$ cat src/rtl/cordic_rr_sched.sv
// Shared CORDIC front end: round-robin arbitration across requesters, op issue to one core,
// and ID tagging so each core result is returned to the requester that issued it.
package cordic_wrapper_pkg;
    typedef logic [1:0] cordic_func;

    localparam cordic_func CORDIC_ROTATE  = 2'd0;
    localparam cordic_func CORDIC_VECTOR  = 2'd1;
    localparam cordic_func CORDIC_SINCOS  = 2'd2;
    localparam cordic_func CORDIC_ATAN    = 2'd3;

    typedef struct packed {
        logic [15:0] x;
        logic [15:0] y;
        logic [15:0] z;
    } cordic_data_in;

    typedef struct packed {
        logic [15:0] x;
        logic [15:0] y;
        logic [15:0] z;
    } cordic_data;
endpackage

module cordic_rr_sched
    import cordic_wrapper_pkg::*;
#(
    parameter int NUM_REQ  = 4,
    parameter int CORE_LAT = 14,
    parameter int ID_W     = (NUM_REQ > 1) ? $clog2(NUM_REQ) : 1
) (
    input  logic                          i_clk,
    input  logic                          i_rst,
    input  logic [NUM_REQ-1:0]            i_req_valid,
    input  cordic_func    [NUM_REQ-1:0]   i_req_func,
    input  cordic_data_in [NUM_REQ-1:0]   i_req_data,
    output logic [NUM_REQ-1:0]            o_req_ready,
    input  logic                          i_hold,
    output logic                          o_core_valid,
    output cordic_func                    o_core_func,
    output cordic_data_in                 o_core_data,
    input  logic                          i_core_valid,
    input  cordic_data                    i_core_data,
    output logic                          o_rsp_valid,
    output logic [ID_W-1:0]               o_rsp_id,
    output cordic_data                    o_rsp_data,
    output logic                          o_busy,
    output logic                          o_err
);

    // The count peaks at CORE_LAT+2: the accept in the response cycle lands before the decrement.
    localparam int                CNT_W   = $clog2(CORE_LAT + 3);
    localparam logic [CNT_W-1:0]  CNT_MAX = CNT_W'(CORE_LAT + 2);
    localparam logic [ID_W-1:0]   PTR_RST = ID_W'(NUM_REQ - 1);

    logic [ID_W-1:0]      ptr_r;
    logic [ID_W-1:0]      core_id_r;
    logic [ID_W-1:0]      cand_s;
    logic [ID_W-1:0]      grant_id_s;
    logic                 grant_s;
    logic [NUM_REQ-1:0]   ready_s;
    logic [CORE_LAT-1:0]  tag_vld_r;
    logic [ID_W-1:0]      tag_id_r [CORE_LAT];
    logic [CNT_W-1:0]     cnt_r;
    logic                 tail_vld_s;
    logic [ID_W-1:0]      tail_id_s;

    assign tail_vld_s = tag_vld_r[CORE_LAT-1];
    assign tail_id_s  = tag_id_r[CORE_LAT-1];

    // Round-robin search starting just past the last winner; hold and reset suppress the grant.
    always_comb begin
        grant_s    = 1'b0;
        grant_id_s = ptr_r;
        cand_s     = ptr_r;
        ready_s    = '0;
        for (int k = 1; k <= NUM_REQ; k++) begin
            cand_s = ID_W'((int'(ptr_r) + k) % NUM_REQ);
            if (!grant_s && i_req_valid[cand_s]) begin
                grant_s    = 1'b1;
                grant_id_s = cand_s;
            end else begin
                grant_s    = grant_s;
            end
        end
        if (i_hold || i_rst) begin
            grant_s = 1'b0;
        end else begin
            grant_s = grant_s;
        end
        if (grant_s) begin
            ready_s[grant_id_s] = 1'b1;
        end else begin
            ready_s = '0;
        end
    end

    assign o_req_ready = ready_s;

    // Issue register toward the core; operands hold when nothing is accepted.
    always_ff @(posedge i_clk or posedge i_rst) begin
        if (i_rst) begin
            ptr_r        <= PTR_RST;
            core_id_r    <= '0;
            o_core_valid <= 1'b0;
            o_core_func  <= cordic_func'(2'd0);
            o_core_data  <= cordic_data_in'(48'd0);
        end else begin
            o_core_valid <= grant_s;
            if (grant_s) begin
                ptr_r       <= grant_id_s;
                core_id_r   <= grant_id_s;
                o_core_func <= i_req_func[grant_id_s];
                o_core_data <= i_req_data[grant_id_s];
            end else begin
                ptr_r       <= ptr_r;
                core_id_r   <= core_id_r;
                o_core_func <= o_core_func;
                o_core_data <= o_core_data;
            end
        end
    end

    // Tag delay line: stage 0 follows the issue register, the tail lines up with the core output.
    always_ff @(posedge i_clk or posedge i_rst) begin
        if (i_rst) begin
            tag_vld_r <= '0;
            for (int i = 0; i < CORE_LAT; i++) begin
                tag_id_r[i] <= '0;
            end
        end else begin
            tag_vld_r[0] <= o_core_valid;
            tag_id_r[0]  <= core_id_r;
            for (int i = 1; i < CORE_LAT; i++) begin
                tag_vld_r[i] <= tag_vld_r[i-1];
                tag_id_r[i]  <= tag_id_r[i-1];
            end
        end
    end

    // Response register: only results that meet a live tag are forwarded.
    always_ff @(posedge i_clk or posedge i_rst) begin
        if (i_rst) begin
            o_rsp_valid <= 1'b0;
            o_rsp_id    <= '0;
            o_rsp_data  <= cordic_data'(48'd0);
        end else begin
            o_rsp_valid <= i_core_valid & tail_vld_s;
            o_rsp_id    <= tail_id_s;
            o_rsp_data  <= i_core_data;
        end
    end

    // In-flight counter, saturating at both ends so a lost result cannot wrap it.
    always_ff @(posedge i_clk or posedge i_rst) begin
        if (i_rst) begin
            cnt_r <= '0;
        end else begin
            case ({grant_s, o_rsp_valid})
                2'b10: begin
                    if (cnt_r != CNT_MAX) begin
                        cnt_r <= cnt_r + CNT_W'(1);
                    end else begin
                        cnt_r <= cnt_r;
                    end
                end
                2'b01: begin
                    if (cnt_r != CNT_W'(0)) begin
                        cnt_r <= cnt_r - CNT_W'(1);
                    end else begin
                        cnt_r <= cnt_r;
                    end
                end
                default: cnt_r <= cnt_r;
            endcase
        end
    end

    assign o_busy = (cnt_r != CNT_W'(0)) | o_core_valid;

    // Sticky error whenever the core's valid disagrees with the expected tag.
    always_ff @(posedge i_clk or posedge i_rst) begin
        if (i_rst) begin
            o_err <= 1'b0;
        end else if (i_core_valid != tail_vld_s) begin
            o_err <= 1'b1;
        end else begin
            o_err <= o_err;
        end
    end

endmodule

$ cat config.mk
export PLATFORM = sky130hd
export DESIGN_NAME = cordic_rr_sched
export DESIGN_NICKNAME = d
export VERILOG_FILES = /design/src/rtl/cordic_rr_sched.sv
export SDC_FILE = /design/constraint.sdc
export NUM_CORES = 1
export LEC_CHECK = 0
export ABC_AREA = 1
export CAP_MARGIN = 0
export CORE_AREA = 4 4 141 143
export DETAILED_ROUTE_END_ITERATION = 10
export DIE_AREA = 0 0 145 147
export GPL_TIMING_DRIVEN = 0
export PLACE_DENSITY_LB_ADDON = 0.08
export SLEW_MARGIN = 10
export SYNTH_ARGS = -nofsm -noshare
export SYNTH_HDL_FRONTEND = slang
export SYNTH_SLANG_ARGS = --single-unit
$ cat constraint.sdc
create_clock -name i_clk -period 5.57 [get_ports i_clk]
set_input_delay 0.8355 -clock i_clk [delete_from_list [all_inputs] [get_ports i_clk]]
set_output_delay 0.8355 -clock i_clk [all_outputs]
set_load 0.03 [all_outputs]
==> impl_metrics.toml, run 1 <==
[pwr]
swShare_pct = 44.4
fin_total_pwr_w = 0.00624
powerDensity_nw_per_um2 = 554
seq_power_share_pct = 25.5
power_switching_w = 0.00277
comb_power_share_pct = 55.9
clkPwrFrac_pct = 18.6
internal-power_w = 0.00347
peakVddDrop_mv = 0.274
power.leakage_nw = 5.39

[clock_tree]
cts_setup_buffers = 0
insertion_delay_ns = 0.42
clockBufferDepth = 2
hold_buffers = 0
numClockSinks = 154
cts_buffers = 17
clk_pin_slew_ns = 0.06
h-tree-depth = 4
root_buffer = "clkbuf_16"
cts_tree = "yes"
cts_resized = 0

[place]
place_area_sq_um = 10700
dp.final_hpwl_um = 19300
numPortBuffers = 363
globalplace.congestion = 0.847

[synth]
avgSynthCellArea_sq_um = 8.30
synth_top_cells_by_area = "dfrtp_1 57%, nand2_1 28%, nand3_1 4.3%, buf_6 3.0%, buf_2 1.0%"
synth-async-reset-ratio_pct = 100
netlist.area_leader.share_pct = 56.7
netlist_area_sq_um = 6710
ys_warn_count = 0
yosysSeqAreaShare_pct = 57.5
syn_nets = 1069
synth_top_flop_cell = "dfrtp_1"
ys_ff_latch = 154
synth_area_leader_cell = "dfrtp_1"
ys_types = 28
synth_edf_count = 0
syn_inst = 808

[critical_path]
worst_setup_path_start_kind = "input port"
crit_chain = "clkdlybuf4s50_1 > nand2_1 > nand3_1 > nand2_1 > nand2_2 > nand2_1 > nand2_1 > nand2_2 > buf_6 > buf_6 > nor3_1 > clkdlybuf4s50_1"
cpPeakStageDelay_ns = 0.71
path_class = "in -> out"
worst_ep_arrival_time_ns = 3.22
crit_fanout = 10
worstSetupEndpointType = "output port"
cp_common_cell = "nand2_1"
cpMaxStageDelayCell = "clkdlybuf4s50_1"
critPathRequiredTime_ns = 4.73

[global_route]
grt.total_usage_pct = 22.9
overflow = 0
antenna_found_initial = 1
grt_pass1_wl_um = 37700
grt_pass1_vias = 6518
grt_max_degree = 100

[detailed_routing]
drc = 0
wl_per_cell_um = 17.2
drt_first_pass_iters = 7
drt_iter0_drc = 363
wirelength_um = 24700
num_vias = 6496
detail_route.vias_per_cell = 4.52
ant_nets = 0

[final_layout]
nets = 1452
drive_above_1_share_pct = 7.15
design_area_sq_um = 11300
area_delta_synth_final_pct = 67.8

[job]
max_cap_viol_count = 0

[die]
die_x_um = 145
rows = 50
die_area_sq_um = 21300
die_h_um = 147
ios = 364
start_util_pct = 36.1
design.core.area_sq_um = 18600

[sta]
rsz0062_at_grt = "no"
post-route-min-period_ns = 4.05
slew_violations = 0
setup_viol = 0
hold_viol = 0
finalCritPeriodShare_pct = 72.7
clock_skew_ns = 0.0102
maxSlewHeadroom_pct = 61.1
tightest_slew_ns = 0.583
fmax_ghz = 0.247

[status]
status = "finished, final reports clean"

[hold_path]
hold_path_class = "reg -> reg"
## kinds of logic (layout without fill, tap and decap cells)
logic type / count (synthesis) / in the layout / share of synthesized area, %
adder cells (fa/ha/maj): 5 / 5 / 0.932
other: 0 / 1 / 0
AO/OA/AOI/OAI: 18 / 18 / 1.60
flip-flops: 154 / 154 / 57.5
buffers and inverters: 53 / 447 / 5.56
AND/OR/NAND/NOR: 573 / 573 / 33.8
XOR/XNOR: 5 / 5 / 0.653
## power by group through the flow
stage                     Clock, W  Sequential (W)  Combinational, W
after detailed placement         0         0.00161           0.00354
after CTS                  0.00119         0.00159           0.00355
after floorplan                  0         0.00195           0.00190
after global routing       0.00123         0.00163           0.00387
after global placement           0         0.00160           0.00352
final                      0.00116         0.00159           0.00349
## sequential cells by signal (all words and copies together) (netlist names)
name          cells
o_rsp_id          2
core_id_r         2
tail_id_s         2
o_rsp_valid       1
tag_vld_r        14
o_err             1
ptr_r             2
tag_id_r         26
o_rsp_data       48
cnt_r             5
o_core_valid      1
o_core_func       2
o_core_data      48
## stage by stage
| step | worst slack, ns | setup TNS, ns | util, % | cells | hold WS [ns] |
|---|---|---|---|---|---|
| 2_1_floorplan | 0.588 | 0 | - | 808 | 0.331 |
| 5_1_grt | 1.32 | 0 | 60.6 | 1437 | 0.348 |
| 3_5_place_dp | 1.49 | 0 | 57.4 | 1406 | 0.336 |
| 4_1_cts | 1.50 | 0 | 60.6 | 1436 | 0.348 |
| 3_3_place_gp | -1.63 | -245.95 | 57.2 | 1405 | 0.332 |
| 6_report | 1.52 | 0 | 60.6 | 1437 | 0.347 |
## worst max-delay path: cells and delay by family
family                 cells  cell delay, ns
buffers and inverters      4            1.56
and+or+nand+nor            8            0.82
## cell type report
class,count,area [sq um]
Inverter,14,62.6
Antenna cell,1,2.50
Buffer,39,318
Sequential cell,154,3860
Clock buffer,19,453
Clock inverter,11,135
Timing Repair Buffer,364,3660
Fill cell,1676,7320
Multi-Input combinational cell,601,2480
Tap cell,234,293
## placed cells by master (no fill, tap or decap), types with 2 or more instances in the layout
cell,count
clkbuf_16,17
clkinvlp_4,2
nand3_1,58
xnor2_1,3
bufinv_16,2
nor3_1,2
inv_2,2
inv_8,2
o21bai_1,2
dfstp_2,2
nand2_2,8
dfrtp_1,152
buf_2,14
a21oi_1,5
xor2_1,2
ha_1,5
inv_6,5
o21ai_0,8
nand2_1,495
nor2_1,6
clkdlybuf4s50_1,363
buf_6,18
clkbuf_8,2
inv_1,10
buf_4,5
## cell usage after synthesis (3+ instances only)
| cell type | n |
|---|---|
| a21oi_1 | 5 |
| buf_2 | 14 |
| buf_4 | 5 |
| buf_6 | 18 |
| dfrtp_1 | 152 |
| ha_1 | 5 |
| inv_1 | 11 |
| nand2_1 | 495 |
| nand2_2 | 8 |
| nand3_1 | 58 |
| nor2_1 | 6 |
| o21ai_0 | 8 |
| xnor2_1 | 3 |
## path summary, 6_finish.rpt
check	start	end	slack, ns	depth (start not counted)
min in group asynchronous	i_rst	cnt_r[2]$_DFFE_PP0P_	0.86	2
max in group asynchronous	i_rst	ptr_r[1]$_DFFE_PP1P_	3.89	3
hold reg to reg	tag_id_r[14]$_DFF_PP0_	tag_id_r[12]$_DFF_PP0_	0.35	0
setup / recovery	i_req_valid[2]	o_req_ready[2]	1.52	12
hold / removal	tag_id_r[14]$_DFF_PP0_	tag_id_r[12]$_DFF_PP0_	0.35	0
setup reg to reg	ptr_r[0]$_DFFE_PP1P_	cnt_r[4]$_DFFE_PP0P_	2.14	21
## routing by layer
layer / wire length, um / track usage (%) / vias to the layer above
met5: 0 / 0 / -
met4: 447 / 6.46 / 0
met3: 2190 / 7.65 / 29
met2: 12400 / 40.3 / 251
met1: 9650 / 27.0 / 2968
li1: - / - / 3248
Note: power is estimated with default switching activity, not from simulation.
==> run 2: changes to the inputs <==
--- a/config.mk
+++ b/config.mk
@@ -7,9 +7,9 @@
 export LEC_CHECK = 0
 export ABC_AREA = 1
 export CAP_MARGIN = 0
-export CORE_AREA = 4 4 141 143
+export CORE_MARGIN = 4
+export CORE_UTILIZATION = 36
 export DETAILED_ROUTE_END_ITERATION = 10
-export DIE_AREA = 0 0 145 147
 export GPL_TIMING_DRIVEN = 0
 export PLACE_DENSITY_LB_ADDON = 0.08
 export SLEW_MARGIN = 10
==> constraint.sdc (replaced) <==
create_clock -name i_clk -period 3.48 [get_ports i_clk]
set_input_delay 0.522 -clock i_clk [delete_from_list [all_inputs] [get_ports i_clk]]
set_output_delay 0.522 -clock i_clk [all_outputs]
set_load 0.03 [all_outputs]
==> run 2 against run 1 <==
First-iteration DRC count is 18% lower; final cell count up 0.14%; largest power group unchanged; global-route usage is 0.20 points higher; setup slack got worse by 1.3 ns.
==> impl_metrics.toml, run 2 (same netlist as run 1, synthesis figures left out) <==
[status]
status = "finished, final reports clean"

[clock_tree]
h-tree-depth = 4
clockBufferDepth = 2
root_buffer = "clkbuf_16"
cts_buffers = 17
clk_pin_slew_ns = 0.06
hold_buffers = 0
insertion_delay_ns = 0.42
cts_tree = "yes"
numClockSinks = 154
cts_resized = 3
cts_setup_buffers = 0

[critical_path]
worst_ep_arrival_time_ns = 2.71
crit_start = "ptr_r[0]$_DFFE_PP1P_"
cpPeakStageDelay_ns = 0.53
worst-path-buf-inv = 5
worstSetupEndpointType = "output port"
critPathRequiredTime_ns = 2.96
path_class = "reg -> out"
cp_common_cell = "nand2_1"
crit_chain = "buf_6 > inv_4 > nand2_1 > nand2_1 > nand2_1 > nand2_1 > nand2_2 > nand2_1 > nand2_1 > nand2_2 > buf_6 > buf_6 > nor3_1 > dlygate4sd2_1"
r2r-start = "ptr_r[0]$_DFFE_PP1P_"
crit_fanout = 10
cp_top_family = "buffers and inverters"
cpMaxStageDelayCell = "dfstp_2"
worst_setup_path_start_kind = "flip-flop"
regToRegSetupSlack_ns = 0.36

[place]
globalplace.congestion = 0.857
dp.final_hpwl_um = 19800
dp_cells = 1405
pre_cts_ws_ns = -0.465
numPortBuffers = 363

[global_route]
grt_max_degree = 36
grtUsageMet1_pct = 27.9
antenna_found_initial = 2
grt_pass1_wl_um = 36500
use_met3_pct = 7.14
gr-usage-met2_pct = 39.8
overflow = 0
busiest_layer = "met2"
grt_pass1_vias = 6330
grt.total_usage_pct = 23.1

[final_layout]
nFillCells = 1621
drive_above_1_share_pct = 7.86
nets = 1456
area_delta_synth_final_pct = 69.5
finish.utilization_pct = 62.7
stdcell_count = 1439
top_regs = "o_core_data x48, o_rsp_data x48, tag_id_r x26"
final_cell_mix = "495 x nand2_1, 359 x clkdlybuf4s50_1, 152 x dfrtp_1"
layout_commonest_cell = "nand2_1"

[die]
start_util_pct = 37.0
die_x_um = 145
die_h_um = 145
rows = 49
design.core.area_sq_um = 18100
ios = 364
die_area_sq_um = 20900

[sta]
setup_viol = 0
fmax_ghz = 0.310
rsz0062_at_grt = "no"
finalHoldWorstSlack_ns = 0.347
worst_slack_ns = 0.250
slew_violations = 0
maxSlewHeadroom_pct = 59.8
hold_viol = 0
tightest_slew_ns = 0.603
finalCritPeriodShare_pct = 92.8
finalSetupTns_ns = 0
clock_skew_ns = 0.00564
post-route-min-period_ns = 3.23

[detailed_routing]
num_vias = 6548
wirelength_um = 25100
wl_per_cell_um = 17.4
drc = 0
drt_first_pass_iters = 4
detail_route.vias_per_cell = 4.55
ant_nets = 0
drt_iter0_drc = 296

[pwr]
peakVddDrop_mv = 0.563
power.leakage_nw = 5.49
powerDensity_nw_per_um2 = 884

[hold_path]
hp-start = "tag_vld_r[6]$_DFF_PP0_"
hold_path_class = "reg -> reg"

[job]
max_cap_viol_count = 0
[run 2: cell types whose count changed in the layout (fill, tap and decap cells not counted), moves of 2 or more]
cell and delta:
clkinv_4 +3, dlymetal6s2s_1 +2, inv_8 +2, inv_6 -4
buf_12 +4, clkdlybuf4s50_1 -4
[run 2: worst paths after layout]
| check | endpoint | depth (start not counted) |
|---|---|---|
| max | o_req_ready[3] | 14 |
| min | tag_vld_r[7]$_DFF_PP0_ | 0 |
| max reg2reg | cnt_r[4]$_DFFE_PP0P_ | 21 |
| min reg2reg | tag_vld_r[7]$_DFF_PP0_ | 0 |
| max in group asynchronous | o_rsp_data[17]$_DFF_PP0_ | 6 |
| min in group asynchronous | o_core_data[7]$_DFFE_PP0P_ | 2 |
[run 2: layout make-up]
type / count / area (sq um) / area share [%]
diodes: 2 / 5.00 / 0.0440
plain buffers: 39 / 322 / 2.83
clock buffers: 20 / 467 / 4.10
clock inverters: 12 / 153 / 1.34
inverters: 14 / 58.8 / 0.517
multi-input cells: 601 / 2480 / 21.8
flip-flops and latches: 154 / 3860 / 33.9
well taps: 229 / 287 / 2.52
repair buffers: 368 / 3740 / 32.9
[run 2: layer usage]
metal	up-vias	part of all wire (%)
met5	-	0.14
met4	4	2.1
met3	36	8.7
met2	238	50
met1	3007	39
li1	3263	-
[run 2: per-stage QoR]
step / area [sq um] / total power [W]
after floorplan: 6710 / 0.00617
after global placement: 10600 / 0.00815
after detailed placement: 10700 / 0.00822
after CTS: 11400 / 0.0102
after global routing: 11400 / 0.0108
final: 11400 / 0.0100
[run 2: where the power goes]
group / total, W / internal [W] / switching, W
Combinational: 0.00557 / 0.00214 / 0.00343
Sequential: 0.00255 / 0.00231 / 0.000240
Clock: 0.00193 / 0.00114 / 0.000788
==> run 3: changes to the inputs <==
--- a/config.mk
+++ b/config.mk
@@ -11,7 +11,9 @@
 export CORE_UTILIZATION = 36
 export DETAILED_ROUTE_END_ITERATION = 10
 export GPL_TIMING_DRIVEN = 0
-export PLACE_DENSITY_LB_ADDON = 0.08
+export PLACE_DENSITY = 0.82
+export REMOVE_ABC_BUFFERS = 1
+export SETUP_SLACK_MARGIN = 0.15
 export SLEW_MARGIN = 10
 export SYNTH_ARGS = -nofsm -noshare
 export SYNTH_HDL_FRONTEND = slang
==> run 3 against run 2 <==
Via count rose by 1.6%; setup slack better by 0.041 ns; core utilization is 0.12 points lower; sequential share of layout area is 0.064 points higher; global-route usage is 0.81 points lower; final area is 0.19% lower; critical path depth is 3 lower.
==> impl_metrics.toml, run 3 (same netlist as run 1, synthesis figures left out) <==
[status]
status = "finished, final reports clean"

[place]
numPortBuffers = 363
globalplace.congestion = 0.818
dp.final_hpwl_um = 16900
dp_cells = 1366

[critical_path]
reg2reg_depth = 19
worst_setup_path_start_kind = "flip-flop"
worst_ep_arrival_time_ns = 2.67
crit_chain = "inv_4 > nand2_1 > nand2_2 > nand2_1 > nand2_1 > nand2_2 > nand3_2 > nand2_8 > buf_16 > nor2_1 > clkdlybuf4s15_2"
critPathRequiredTime_ns = 2.96
r2r-start = "ptr_r[0]$_DFFE_PP1P_"
crit_fanout = 30
path_class = "reg -> out"
cpMaxStageDelayCell = "dfstp_2"
cp_common_cell = "nand2_1"
r2r_end = "cnt_r[4]$_DFFE_PP0P_"
cpPeakStageDelay_ns = 0.63
regToRegSetupSlack_ns = 0.44
worstSetupEndpointType = "output port"

[global_route]
grt_max_degree = 111
overflow = 0
grt_pass1_vias = 6312
grt_pass1_wl_um = 34700
grt.total_usage_pct = 22.3
antenna_found_initial = 1

[final_layout]
stdcell_count = 1414
nFillCells = 1493
top_regs = "o_core_data x48, o_rsp_data x48, tag_id_r x26"
final_cell_mix = "492 x nand2_1, 359 x clkdlybuf4s50_1, 152 x dfrtp_1"
nets = 1434
layout_commonest_cell = "nand2_1"
drive_above_1_share_pct = 6.84
area_delta_synth_final_pct = 69.1

[detailed_routing]
wl_per_cell_um = 18.3
ant_nets = 0
num_vias = 6653
wirelength_um = 25900
detail_route.vias_per_cell = 4.71
drc = 0
drt_iter0_drc = 309
drt_first_pass_iters = 5

[clock_tree]
numClockSinks = 154
hold_buffers = 0
h-tree-depth = 4
insertion_delay_ns = 0.42
clk_pin_slew_ns = 0.06
clockBufferDepth = 2
root_buffer = "clkbuf_16"
cts_buffers = 17
cts_tree = "yes"

[job]
max_cap_viol_count = 0

[sta]
clock_skew_ns = 0.00748
rsz0062_at_grt = "no"
setup_viol = 0
finalHoldWorstSlack_ns = 0.347
finalCritPeriodShare_pct = 91.6
hold_viol = 0
post-route-min-period_ns = 3.19
tightest_slew_ns = 0.954
fmax_ghz = 0.314
slew_violations = 0
maxSlewHeadroom_pct = 36.4

[pwr]
powerDensity_nw_per_um2 = 904
peakVddDrop_mv = 0.655
fin_total_pwr_w = 0.0103
power.leakage_nw = 5.39

[die]
rows = 49
die_area_sq_um = 20900
die_x_um = 145
ios = 364
die_h_um = 145
design.core.area_sq_um = 18100
start_util_pct = 37.0

[hold_path]
hold_end = "tag_id_r[12]$_DFF_PP0_"
hp-start = "tag_id_r[14]$_DFF_PP0_"
whs_path_depth = 0
hold_path_class = "reg -> reg"
[run 3: power breakdown]
group	leakage, nW	switching (W)	internal (W)
Sequential	1.89	0.000248	0.00231
Clock	0.312	0.000754	0.00125
Combinational	3.19	0.00368	0.00202
Total	5.39	0.00468	0.00558
[run 3: repair_timing]
action | CTS | global route
gates cloned | 4 | 5
hold endpoints to repair | 0 | 0
endpoints found under the setup margin | 5 | 5
setup buffers | 5 | 3
gates resized for setup | 19 | 14
pin swaps | 4 | 4
[run 3: worst max-delay path: cells and delay by family (launching register included)]
family | cells | cell delay, ns
buffers and inverters | 3 | 0.60
and+or+nand+nor | 8 | 1.03
DFF | 1 | 0.63
[run 3: through the flow]
step                setup TNS [ns]  cell area [sq um]  worst slack, ns  utilization [%]
floorplan                  -180.75               6390            -1.19                -
global placement           -522.10              10300            -3.19             56.8
detailed placement           -2.51              10500           -0.736             57.6
CTS                              0              11200           0.0995             61.8
global route                     0              11300            0.141             62.5
finish                           0              11300            0.291             62.5
[run 3: metal layers]
metal | global-route usage (%) | vias up | wire length [um]
li1 | - | 3233 | -
met1 | 26.3 | 3097 | 10200
met2 | 37.7 | 275 | 12800
met3 | 6.94 | 48 | 2110
met4 | 9.43 | 0 | 815
met5 | 0 | - | 0
[run 3: worst max path at each step]
stage | slack [ns] | to | cells after the start | start
floorplan | -1.19 | cnt_r[0]$_DFFE_PP0P_ | 1 | i_rst
global placement | -3.19 | o_rsp_data[36]$_DFF_PP0_ | 2 | i_rst
detailed placement | -0.74 | o_req_ready[1] | 10 | i_req_valid[2]
CTS | 0.1 | o_req_ready[2] | 12 | ptr_r[0]$_DFFE_PP1P_
global route | 0.14 | o_req_ready[0] | 11 | ptr_r[0]$_DFFE_PP1P_
finish | 0.29 | o_req_ready[0] | 11 | ptr_r[0]$_DFFE_PP1P_
[run 3: area by class of cell]
| class | instances | area, sq um | share of cell area (%) |
|---|---|---|---|
| antenna | 1 | 2.50 | 0.0220 |
| sequential | 154 | 3860 | 34.0 |
| clock buffer | 19 | 453 | 3.99 |
| multi-input combinational | 608 | 2640 | 23.3 |
| inverter | 14 | 62.6 | 0.551 |
| clock inverter | 11 | 184 | 1.62 |
| timing repair buffer | 378 | 3860 | 34.0 |
| tap | 229 | 287 | 2.52 |
